**src/rtl/vdecoder_pkg.sv**
```systemverilog
// Shared types and constants for the Viterbi frame sequencer.
package vdecoder_pkg;

  localparam int SYNC_LEN = 8;
  localparam int ERR_W    = 8;

  typedef enum logic [2:0] {
    IDLE,
    HUNT,
    CLEAR,
    DECODE,
    DRAIN,
    DONE
  } vseq_state_t;

endpackage

```
**src/rtl/vseq_fifo.sv**
```systemverilog
// Small synchronous 1-bit FIFO; a push on full succeeds only with a pop.
module vseq_fifo #(
  parameter int DEPTH = 4
) (
  input  logic clock,
  input  logic reset,
  input  logic push,
  input  logic pop,
  input  logic data,
  output logic head,
  output logic full,
  output logic empty
);

  localparam int AW = $clog2(DEPTH);

  logic [DEPTH-1:0] mem;
  logic [AW-1:0]    wr_ptr;
  logic [AW-1:0]    rd_ptr;
  logic [AW:0]      count;
  logic             do_push;
  logic             do_pop;

  assign full    = count == (AW+1)'(DEPTH);
  assign empty   = count == '0;
  assign do_pop  = pop && !empty;
  assign do_push = push && (!full || do_pop);
  assign head    = mem[rd_ptr];

  always_ff @(posedge clock or posedge reset) begin
    if (reset) begin
      mem    <= '0;
      wr_ptr <= '0;
      rd_ptr <= '0;
      count  <= '0;
    end else begin
      if (do_push) begin
        mem[wr_ptr] <= data;
        wr_ptr      <= wr_ptr + AW'(1);
      end
      if (do_pop) begin
        rd_ptr <= rd_ptr + AW'(1);
      end
      count <= count + (AW+1)'(do_push) - (AW+1)'(do_pop);
    end
  end

endmodule

```
**src/rtl/vdecoder_seq.sv**
```systemverilog
// Frame sequencer: sync hunt, decoder control, error counting and
// buffered delivery of decoded bits.
module vdecoder_seq
  import vdecoder_pkg::*;
#(
  parameter int                  FRAME_LEN  = 64,
  parameter logic [SYNC_LEN-1:0] SYNC_WORD  = 8'hA7,
  parameter int                  HUNT_MAX   = 1024,
  parameter int                  ERR_LIMIT  = 4,
  parameter int                  FIFO_DEPTH = 4
) (
  input  logic             clock,
  input  logic             reset,
  input  logic             start,
  input  logic             in_bit,
  output logic             dec_in,
  output logic             dec_clr,
  output logic             dec_en,
  input  logic             dec_valid,
  input  logic             dec_out,
  input  logic             dec_error,
  output logic             bit_valid,
  output logic             bit_data,
  input  logic             bit_ready,
  output logic             busy,
  output logic             done,
  output logic [ERR_W-1:0] err_count,
  output logic             aborted,
  output logic             overrun,
  output logic             sync_fail
);

  localparam int HW = $clog2(HUNT_MAX + 1);
  localparam logic [ERR_W-1:0] ERR_MAX = '1;
  localparam logic [ERR_W-1:0] ERR_LIM = ERR_W'(ERR_LIMIT);
  localparam bit ABORT_ON =
    ERR_LIMIT != 0 && ERR_LIMIT < (1 << ERR_W);

  vseq_state_t         state;
  vseq_state_t         state_nx;
  logic [SYNC_LEN-1:0] sreg;
  logic [SYNC_LEN-1:0] sh;
  logic [HW-1:0]       hunt_cnt;
  logic [15:0]         bit_cnt;
  logic [15:0]         bit_inc;
  logic [ERR_W-1:0]    err_inc;
  logic                in_q;
  logic                match;
  logic                timeout;
  logic                push;
  logic                pop;
  logic                full;
  logic                empty;
  logic                head;
  logic                hit_err;
  logic                frame_end;
  logic                abort_hit;
  logic                drop;

  assign dec_in    = in_q;
  assign busy      = state != IDLE;
  assign dec_clr   = state == CLEAR;
  assign dec_en    = state == DECODE;
  assign done      = state == DONE;
  assign bit_valid = !empty;
  assign bit_data  = head && !empty;

  always_comb begin
    sh        = {sreg[SYNC_LEN-2:0], in_q};
    match     = sh == SYNC_WORD &&
                hunt_cnt >= HW'(SYNC_LEN - 1);
    timeout   = hunt_cnt == HW'(HUNT_MAX);
    push      = dec_en && dec_valid;
    hit_err   = push && dec_error;
    bit_inc   = bit_cnt + 16'd1;
    err_inc   = err_count == ERR_MAX ?
                err_count : err_count + 1'b1;
    frame_end = push && bit_inc == 16'(FRAME_LEN);
    abort_hit = ABORT_ON && hit_err && err_inc == ERR_LIM;
    pop       = !empty && bit_ready;
    drop      = push && full && !pop;
    state_nx  = state;
    unique case (state)
      IDLE:    if (start) state_nx = HUNT;
      HUNT: begin
        // a match in the timeout cycle still wins
        if (match)        state_nx = CLEAR;
        else if (timeout) state_nx = DONE;
      end
      CLEAR:   state_nx = DECODE;
      DECODE:  if (frame_end || abort_hit) state_nx = DRAIN;
      DRAIN:   if (empty) state_nx = DONE;
      DONE:    state_nx = IDLE;
      default: state_nx = IDLE;
    endcase
  end

  always_ff @(posedge clock or posedge reset) begin
    if (reset) begin
      state     <= IDLE;
      in_q      <= 1'b0;
      sreg      <= '0;
      hunt_cnt  <= '0;
      bit_cnt   <= '0;
      err_count <= '0;
      aborted   <= 1'b0;
      overrun   <= 1'b0;
      sync_fail <= 1'b0;
    end else begin
      state <= state_nx;
      in_q  <= in_bit;
      unique case (1'b1)
        state == IDLE && start: begin
          sreg      <= '0;
          hunt_cnt  <= '0;
          bit_cnt   <= '0;
          err_count <= '0;
          aborted   <= 1'b0;
          overrun   <= 1'b0;
          sync_fail <= 1'b0;
        end
        state == HUNT: begin
          sreg     <= sh;
          hunt_cnt <= hunt_cnt + HW'(1);
          if (timeout && !match) sync_fail <= 1'b1;
        end
        push: begin
          bit_cnt <= bit_inc;
          if (hit_err)   err_count <= err_inc;
          if (abort_hit) aborted   <= 1'b1;
          if (drop)      overrun   <= 1'b1;
        end
        default: ;
      endcase
    end
  end

  vseq_fifo #(
    .DEPTH(FIFO_DEPTH)
  ) u_fifo (
    .clock(clock),
    .reset(reset),
    .push (push),
    .pop  (pop),
    .data (dec_out),
    .head (head),
    .full (full),
    .empty(empty)
  );

endmodule

```
**config.mk**
```make
export PLATFORM = sky130hd
export DESIGN_NAME = vdecoder_seq
export DESIGN_NICKNAME = d
export VERILOG_FILES = /design/src/rtl/vdecoder_pkg.sv /design/src/rtl/vseq_fifo.sv /design/src/rtl/vdecoder_seq.sv
export SDC_FILE = /design/constraint.sdc
export NUM_CORES = 1
export LEC_CHECK = 0
export BUFFER_PORTS_ARGS = -buffer_cell sky130_fd_sc_hd__buf_4
export CORE_ASPECT_RATIO = 1.4
export CORE_MARGIN = 2
export CORE_UTILIZATION = 30
export DETAILED_ROUTE_END_ITERATION = 8
export RECOVER_POWER = 50
export SYNTH_ARGS = -nofsm -noshare
export SYNTH_HDL_FRONTEND = slang
export SYNTH_HIERARCHICAL = 1
export SYNTH_SLANG_ARGS = --single-unit
export TNS_END_PERCENT = 50
```
**constraint.sdc**
```tcl
create_clock -name clock -period 8.4 [get_ports clock]
set_input_delay 0.42 -clock clock [delete_from_list [all_inputs] [get_ports clock]]
set_output_delay 0.42 -clock clock [all_outputs]
set_load 0.01 [all_outputs]
```
==> results.toml, run 1 <==
[timing]
fmax_mhz = 339
timing.hold.ws_ns = 0.0922
fin_ws_ns = 5.45
period_share = 0.351
rsz0062_at_grt = "false"
fin_crit_ns = 2.95
worst_pin_slew_ns = 2.69
final_max_slew_viol_count = 50
hold_viol_final = 0
setup_viol = 0
finalClockSkew_ns = 0.00664
relSlewSlack = -0.794
tns_ns = 0

[setup_path]
endpoint_kind = "register"
critPathMaxFanout = 6
crit_type = "register to register"
max_stage_delay_ns = 0.48
cp_slowest_cell = "dfrtp_1"
start_kind = "register"
cp.required_ns = 8.65
critPathArrivalTime_ns = 3.20
path_cells = "nor3_1 > nor2b_1 > nor4b_4 > nand2b_4 > ha_1 > inv_1 > ha_1 > inv_1 > fa_1 > xnor2_1 > xnor2_1"

[synth]
synth_area_per_cell_um2 = 9.03
syn_nets = 395
syn_inst = 376
ys_seq_elements = 60
synthArstFlopShare = 1.00
synthFlopType = "dfrtp_1"
synth_edf_count = 0
ys_seq_area_frac = 0.442
synth_warnings = 6
synth_area_um2 = 3400
ys_types = 60

[power_and_ir_drop]
p_per_area_nw_per_um2 = 268
ir_drop_mv = 0.0887
p_leak_nw = 1.70

[die]
core_area_um2 = 11200
io_pins = 26
die_height_um = 130
die-area_um2 = 12200
start_util = 0.304
die_x_um = 93.9
rows = 46

[outcome]
violations = "max-capacitance violations, max-slew violations"
outcome = "finished, violations left"

[cts]
htree_levels = 3
cts_sinks = 60
ctsHoldBuffers = 0
cts_tree = "yes"
clkTransAtPathRegs_ns = 0.05
post_cts_resized = 0
post-cts-setup-buffers = 0
clk_latency_ns = 0.33
clk_path_buf_depth = 2
cts_buffers = 9
cts_root_buffer = "clkbuf_16"

[grt]
grt_pass1_wl_um = 13300
grt-ovfl-total = 0
grt_pass1_vias = 2754
grt_max_degree = 50
antenna_found_initial = 0
grt_usage = 0.139

[detailed_routing]
dr_total_vias = 2827
viasPerCell = 5.19
wl_per_cell_um = 14.2
antenna_left = 0
drtIter0Drc = 187
drt_first_pass_iters = 4
wl_um = 7760
drc_errors = 0

[run]
drv_cap = 1

[placement]
portBuffers = 25
dp.cells = 530
gp_congestion = 0.758
post-dp-hpwl_um = 5370
dp_slack_ns = 5.44

[finish]
diodes = 0
drive_above_1_share = 0.112
finalNetCount = 416
area_growth_syn_to_layout_pct = 16.3
layout.cells.non_filler = 545
post-route-util = 0.354

[worst_hold_path]
worstHoldPathType = "input port to async pin"
-- placed cells by master (no fill, tap or decap), drive strengths merged, types with 4 or more instances in the layout --
cell	Yosys	final
nor2	30	30
nand2	54	54
nand3	28	28
nor2b	4	4
mux2i	6	6
dfrtp	60	60
mux2	6	6
o31ai	6	6
ha	10	10
clkbuf	10	24
o21ai	41	41
nand2b	7	7
buf	7	16
and2	4	4
a21oi	8	8
inv	15	15
nor3	8	8
nand4	10	10
nor3b	4	4
a31oi	8	8
or3	4	4
xnor2	8	8
nor4	7	7
-- layout make-up --
cell class	instances	area [µm²]
fill	1141	7220
multi-input combinational	283	1750
sequential	60	1500
clock buffer	13	250
tap	144	180
timing repair buffer	27	169
inverter	16	61.3
clock inverter	2	35.0
-- worst max-delay path: cells and delay by family, from the launching register on --
family / cells / cell delay, ns
buffers and inverters: 2 / 0.10
xor gates and xnor gates: 2 / 0.36
and+or+nand+nor: 4 / 1.19
adders and majority gates: 3 / 0.74
DFF: 1 / 0.48
-- worst paths after layout --
check | from | to | slack [ns] | cells after the start
worst max-delay path | u_fifo/count[1]$_DFF_PP0_ | u_fifo/count[2]$_DFF_PP0_ | 5.45 | 11
worst min-delay path | reset | u_fifo/wr_ptr[0]$_DFFE_PP0P_ | 0.09 | 2
worst max register to register | u_fifo/count[1]$_DFF_PP0_ | u_fifo/count[2]$_DFF_PP0_ | 5.45 | 11
worst min register to register | u_fifo/mem[0]$_DFFE_PP0P_ | u_fifo/mem[0]$_DFFE_PP0P_ | 0.48 | 1
max in group asynchronous | reset | err_count[6]$_DFFE_PP0P_ | 5.75 | 3
min in group clock | in_bit | dec_in$_DFF_PP0_ | 0.22 | 1
-- where the power goes --
group,internal [mW],switching (mW)
sequential,0.351,0.0747
clock,0.236,0.126
combinational,0.118,0.155
-- state kept, by name, summed over array words and instances (netlist names) --
| register | cells |
|---|---|
| overrun | 1 |
| sreg | 7 |
| err_count | 8 |
| hunt_cnt | 11 |
| bit_cnt | 16 |
| dec_in | 1 |
| aborted | 1 |
| u_fifo/wr_ptr | 2 |
| sync_fail | 1 |
| u_fifo/count | 3 |
| u_fifo/rd_ptr | 2 |
| state | 3 |
| u_fifo/mem | 4 |
-- cell families after synthesis --
kind of cell / Yosys count / synth area share
simple gates: 171 / 0.261
compound gates: 79 / 0.144
flops: 60 / 0.442
buf+inv: 33 / 0.0416
mux: 13 / 0.0453
fa+ha+maj: 11 / 0.0427
xor+xnor: 9 / 0.0232
-- metrics by stage --
| step | cell area [µm²] | total power [mW] |
|---|---|---|
| 3_5_place_dp | 3700 | 0.708 |
| 3_3_place_gp | 3700 | 0.691 |
| 2_1_floorplan | 3400 | 0.626 |
| 5_1_grt | 3950 | 1.13 |
| 6_report | 3950 | 1.06 |
| 4_1_cts | 3980 | 1.07 |
-- cells in the mapped netlist, types with 2 or more instances --
cell type,count,area share
and3_1,2,0.0037
mux2_1,4,0.013
inv_1,15,0.017
nor3_1,8,0.012
and2_1,3,0.0055
nor3b_1,4,0.0088
or3_1,4,0.0074
a21oi_1,8,0.012
nand4_1,10,0.018
o31ai_1,6,0.013
xnor2_1,8,0.021
nor2b_1,4,0.0074
nor4_1,6,0.011
mux2i_1,6,0.018
a41oi_1,2,0.0052
dfrtp_1,60,0.44
nor2_1,30,0.033
a211oi_1,2,0.0044
nand3_1,27,0.040
buf_2,4,0.0059
a31oi_1,8,0.015
o21ai_0,40,0.059
clkbuf_1,10,0.011
nand2_1,53,0.059
ha_1,10,0.037
nand2b_1,6,0.011
nand3b_1,2,0.0044
o41ai_1,2,0.0052
-- routing by layer --
layer	part of all wire	vias to the layer above	track usage
met5	0	-	0
met4	0.018	0	0.0546
met3	0.034	10	0.0335
met2	0.53	46	0.250
met1	0.42	1378	0.157
li1	-	1393	-
Note: power is estimated with default switching activity, not from simulation.
==> inputs of run 2 (changes only) <==
Clock period 8.4 ns to 2.6 ns, I/O delays scaled along.
==> results.toml, run 2 (synthesis gave the netlist of run 1 again) <==
[finish]
layout.cells.non_filler = 565
finalNetCount = 435
drive_above_1_share = 0.164
final_common_cell = "dfrtp_1"
regMostFlops = "bit_cnt"
largest_registers = "bit_cnt (16), hunt_cnt (11), err_count (8)"
post-route-util = 0.376
final_cell_mix = "dfrtp_1 (59), nand2_1 (53), o21ai_0 (40)"
largest_reg_flops = 16
diodes = 0
area_growth_syn_to_layout_pct = 23.5

[die]
io_pins = 26
die_x_um = 93.9
start_util = 0.304
core_area_um2 = 11200
rows = 46
die_height_um = 130
die-area_um2 = 12200

[power_and_ir_drop]
ir_drop_mv = 0.340
pwr-share-comb = 0.267
seqPwrFrac = 0.343
power.switching_mw = 1.20
power_mw = 3.83
power_frac_clock = 0.389
swShare = 0.315
p_per_area_nw_per_um2 = 913
p_leak_nw = 1.84
internal-power_mw = 2.63

[detailed_routing]
wl_per_cell_um = 13.6
drtIter0Drc = 204
viasPerCell = 5.07
antenna_left = 0
drt_first_pass_iters = 5
drc_errors = 0
wl_um = 7690
dr_total_vias = 2867

[grt]
grt-ovfl-total = 0
grt_pass1_vias = 2778
grt_usage = 0.137
grt_max_degree = 26
antenna_found_initial = 0
grt_pass1_wl_um = 13000

[outcome]
outcome = "completed"

[setup_path]
start_kind = "register"
endpoint_kind = "register"
crit_type = "register to register"
cp.required_ns = 2.85
timing.rr.end = "u_fifo/count[2]$_DFF_PP0_"
r2r_start = "u_fifo/count[1]$_DFF_PP0_"
reg2reg_setup_slack_ns = 0.17
critPathMaxFanout = 3
critPathArrivalTime_ns = 2.69
r2r.worst_path.cells = 11

[timing]
final_max_slew_viol_count = 0
hold_viol_final = 0
fmax_mhz = 411
fin_ws_ns = 0.165
worst_pin_slew_ns = 0.942
finalClockSkew_ns = 0.00448
period_share = 0.936
setup_viol = 0
relSlewSlack = 0.369
fin_crit_ns = 2.43
tns_ns = 0

[cts]
cts_root_buffer = "clkbuf_16"
cts_sinks = 60
clk_latency_ns = 0.33
htree_levels = 3
clk_path_buf_depth = 2
cts_buffers = 9
cts_tree = "yes"
clkTransAtPathRegs_ns = 0.06

[placement]
post-dp-hpwl_um = 5440
portBuffers = 25
gp_congestion = 0.840
dp_slack_ns = 0.0870
dp.cells = 544

[worst_hold_path]
hold_path_depth = 2
worstHoldPathType = "input port to register"
min_to = "u_fifo/mem[3]$_DFFE_PP0P_"
hp-start = "dec_out"

[run]
drv_cap = 0
-- run 2: cell types whose count changed in the layout (fill, tap and decap cells not counted), sizes merged --
cell / delta
bufinv: +3
clkbuf: -4
buf: +17
clkinv: +1
dlygate4sd3: +2
inv: +1
-- run 2: repair_timing --
item | 4_1_cts | 5_1_grt
hold buffers | 2 | 0
endpoints found under the hold margin | 35 | 0
buffers inserted | 0 | 3
endpoints found under the setup margin | 0 | 1
resized for setup | 0 | 2
-- run 2: worst max-delay path, stage by stage (launching register included) --
cell and delay (ns):
dfrtp_1 0.40, nor3_2 0.23, nor2b_2 0.10, nor4b_4 0.30
nand2b_4 0.19, ha_1 0.23, inv_1 0.05, ha_1 0.12
inv_1 0.05, fa_1 0.37, xnor2_1 0.18, xnor2_1 0.13
-- run 2: worst max path at each step --
stage	startpoint	to	slack (ns)	depth (start not counted)
floorplan	u_fifo/count[1]$_DFF_PP0_	u_fifo/count[2]$_DFF_PP0_	0.06	11
global placement	u_fifo/count[1]$_DFF_PP0_	u_fifo/count[2]$_DFF_PP0_	0.20	11
detailed placement	u_fifo/count[1]$_DFF_PP0_	u_fifo/count[2]$_DFF_PP0_	0.09	11
CTS	u_fifo/count[1]$_DFF_PP0_	u_fifo/count[2]$_DFF_PP0_	0.09	11
global route	u_fifo/count[1]$_DFF_PP0_	u_fifo/count[2]$_DFF_PP0_	-0.003	11
finish	u_fifo/count[1]$_DFF_PP0_	u_fifo/count[2]$_DFF_PP0_	0.17	11
-- run 2: layer usage --
layer	part of all wire	vias to the layer above	routed length [µm]	global-route usage
li1	-	1434	-	-
met1	0.43	1386	3290	0.157
met2	0.53	42	4080	0.235
met3	0.033	5	250	0.0329
met4	0.0091	0	70	0.0699
met5	0	-	0	0
-- run 2: power by group through the flow --
stage / Clock (mW) / Sequential, mW / Combinational [mW]
6_report: 1.49 / 1.31 / 1.02
5_1_grt: 1.57 / 1.34 / 1.16
4_1_cts: 1.53 / 1.31 / 1.04
3_5_place_dp: 0 / 1.33 / 1.03
3_3_place_gp: 0 / 1.32 / 0.995
2_1_floorplan: 0 / 1.32 / 0.707
-- run 2: metrics by stage --
step / hold WS (ns) / area [µm²]
floorplan: -0.0176 / 3400
global placement: 0.154 / 3810
detailed placement: 0.159 / 3810
CTS: 0.0336 / 4200
global route: 0.0433 / 4190
finish: 0.0467 / 4190
-- run 2: final cells by class --
class	instances	area (µm²)
fillers	1137	6970
multi-input cells	283	1760
flip-flops and latches	60	1500
repair buffers	46	317
clock buffers	9	225
well taps	144	180
clock inverters	7	146
inverters	16	61.3
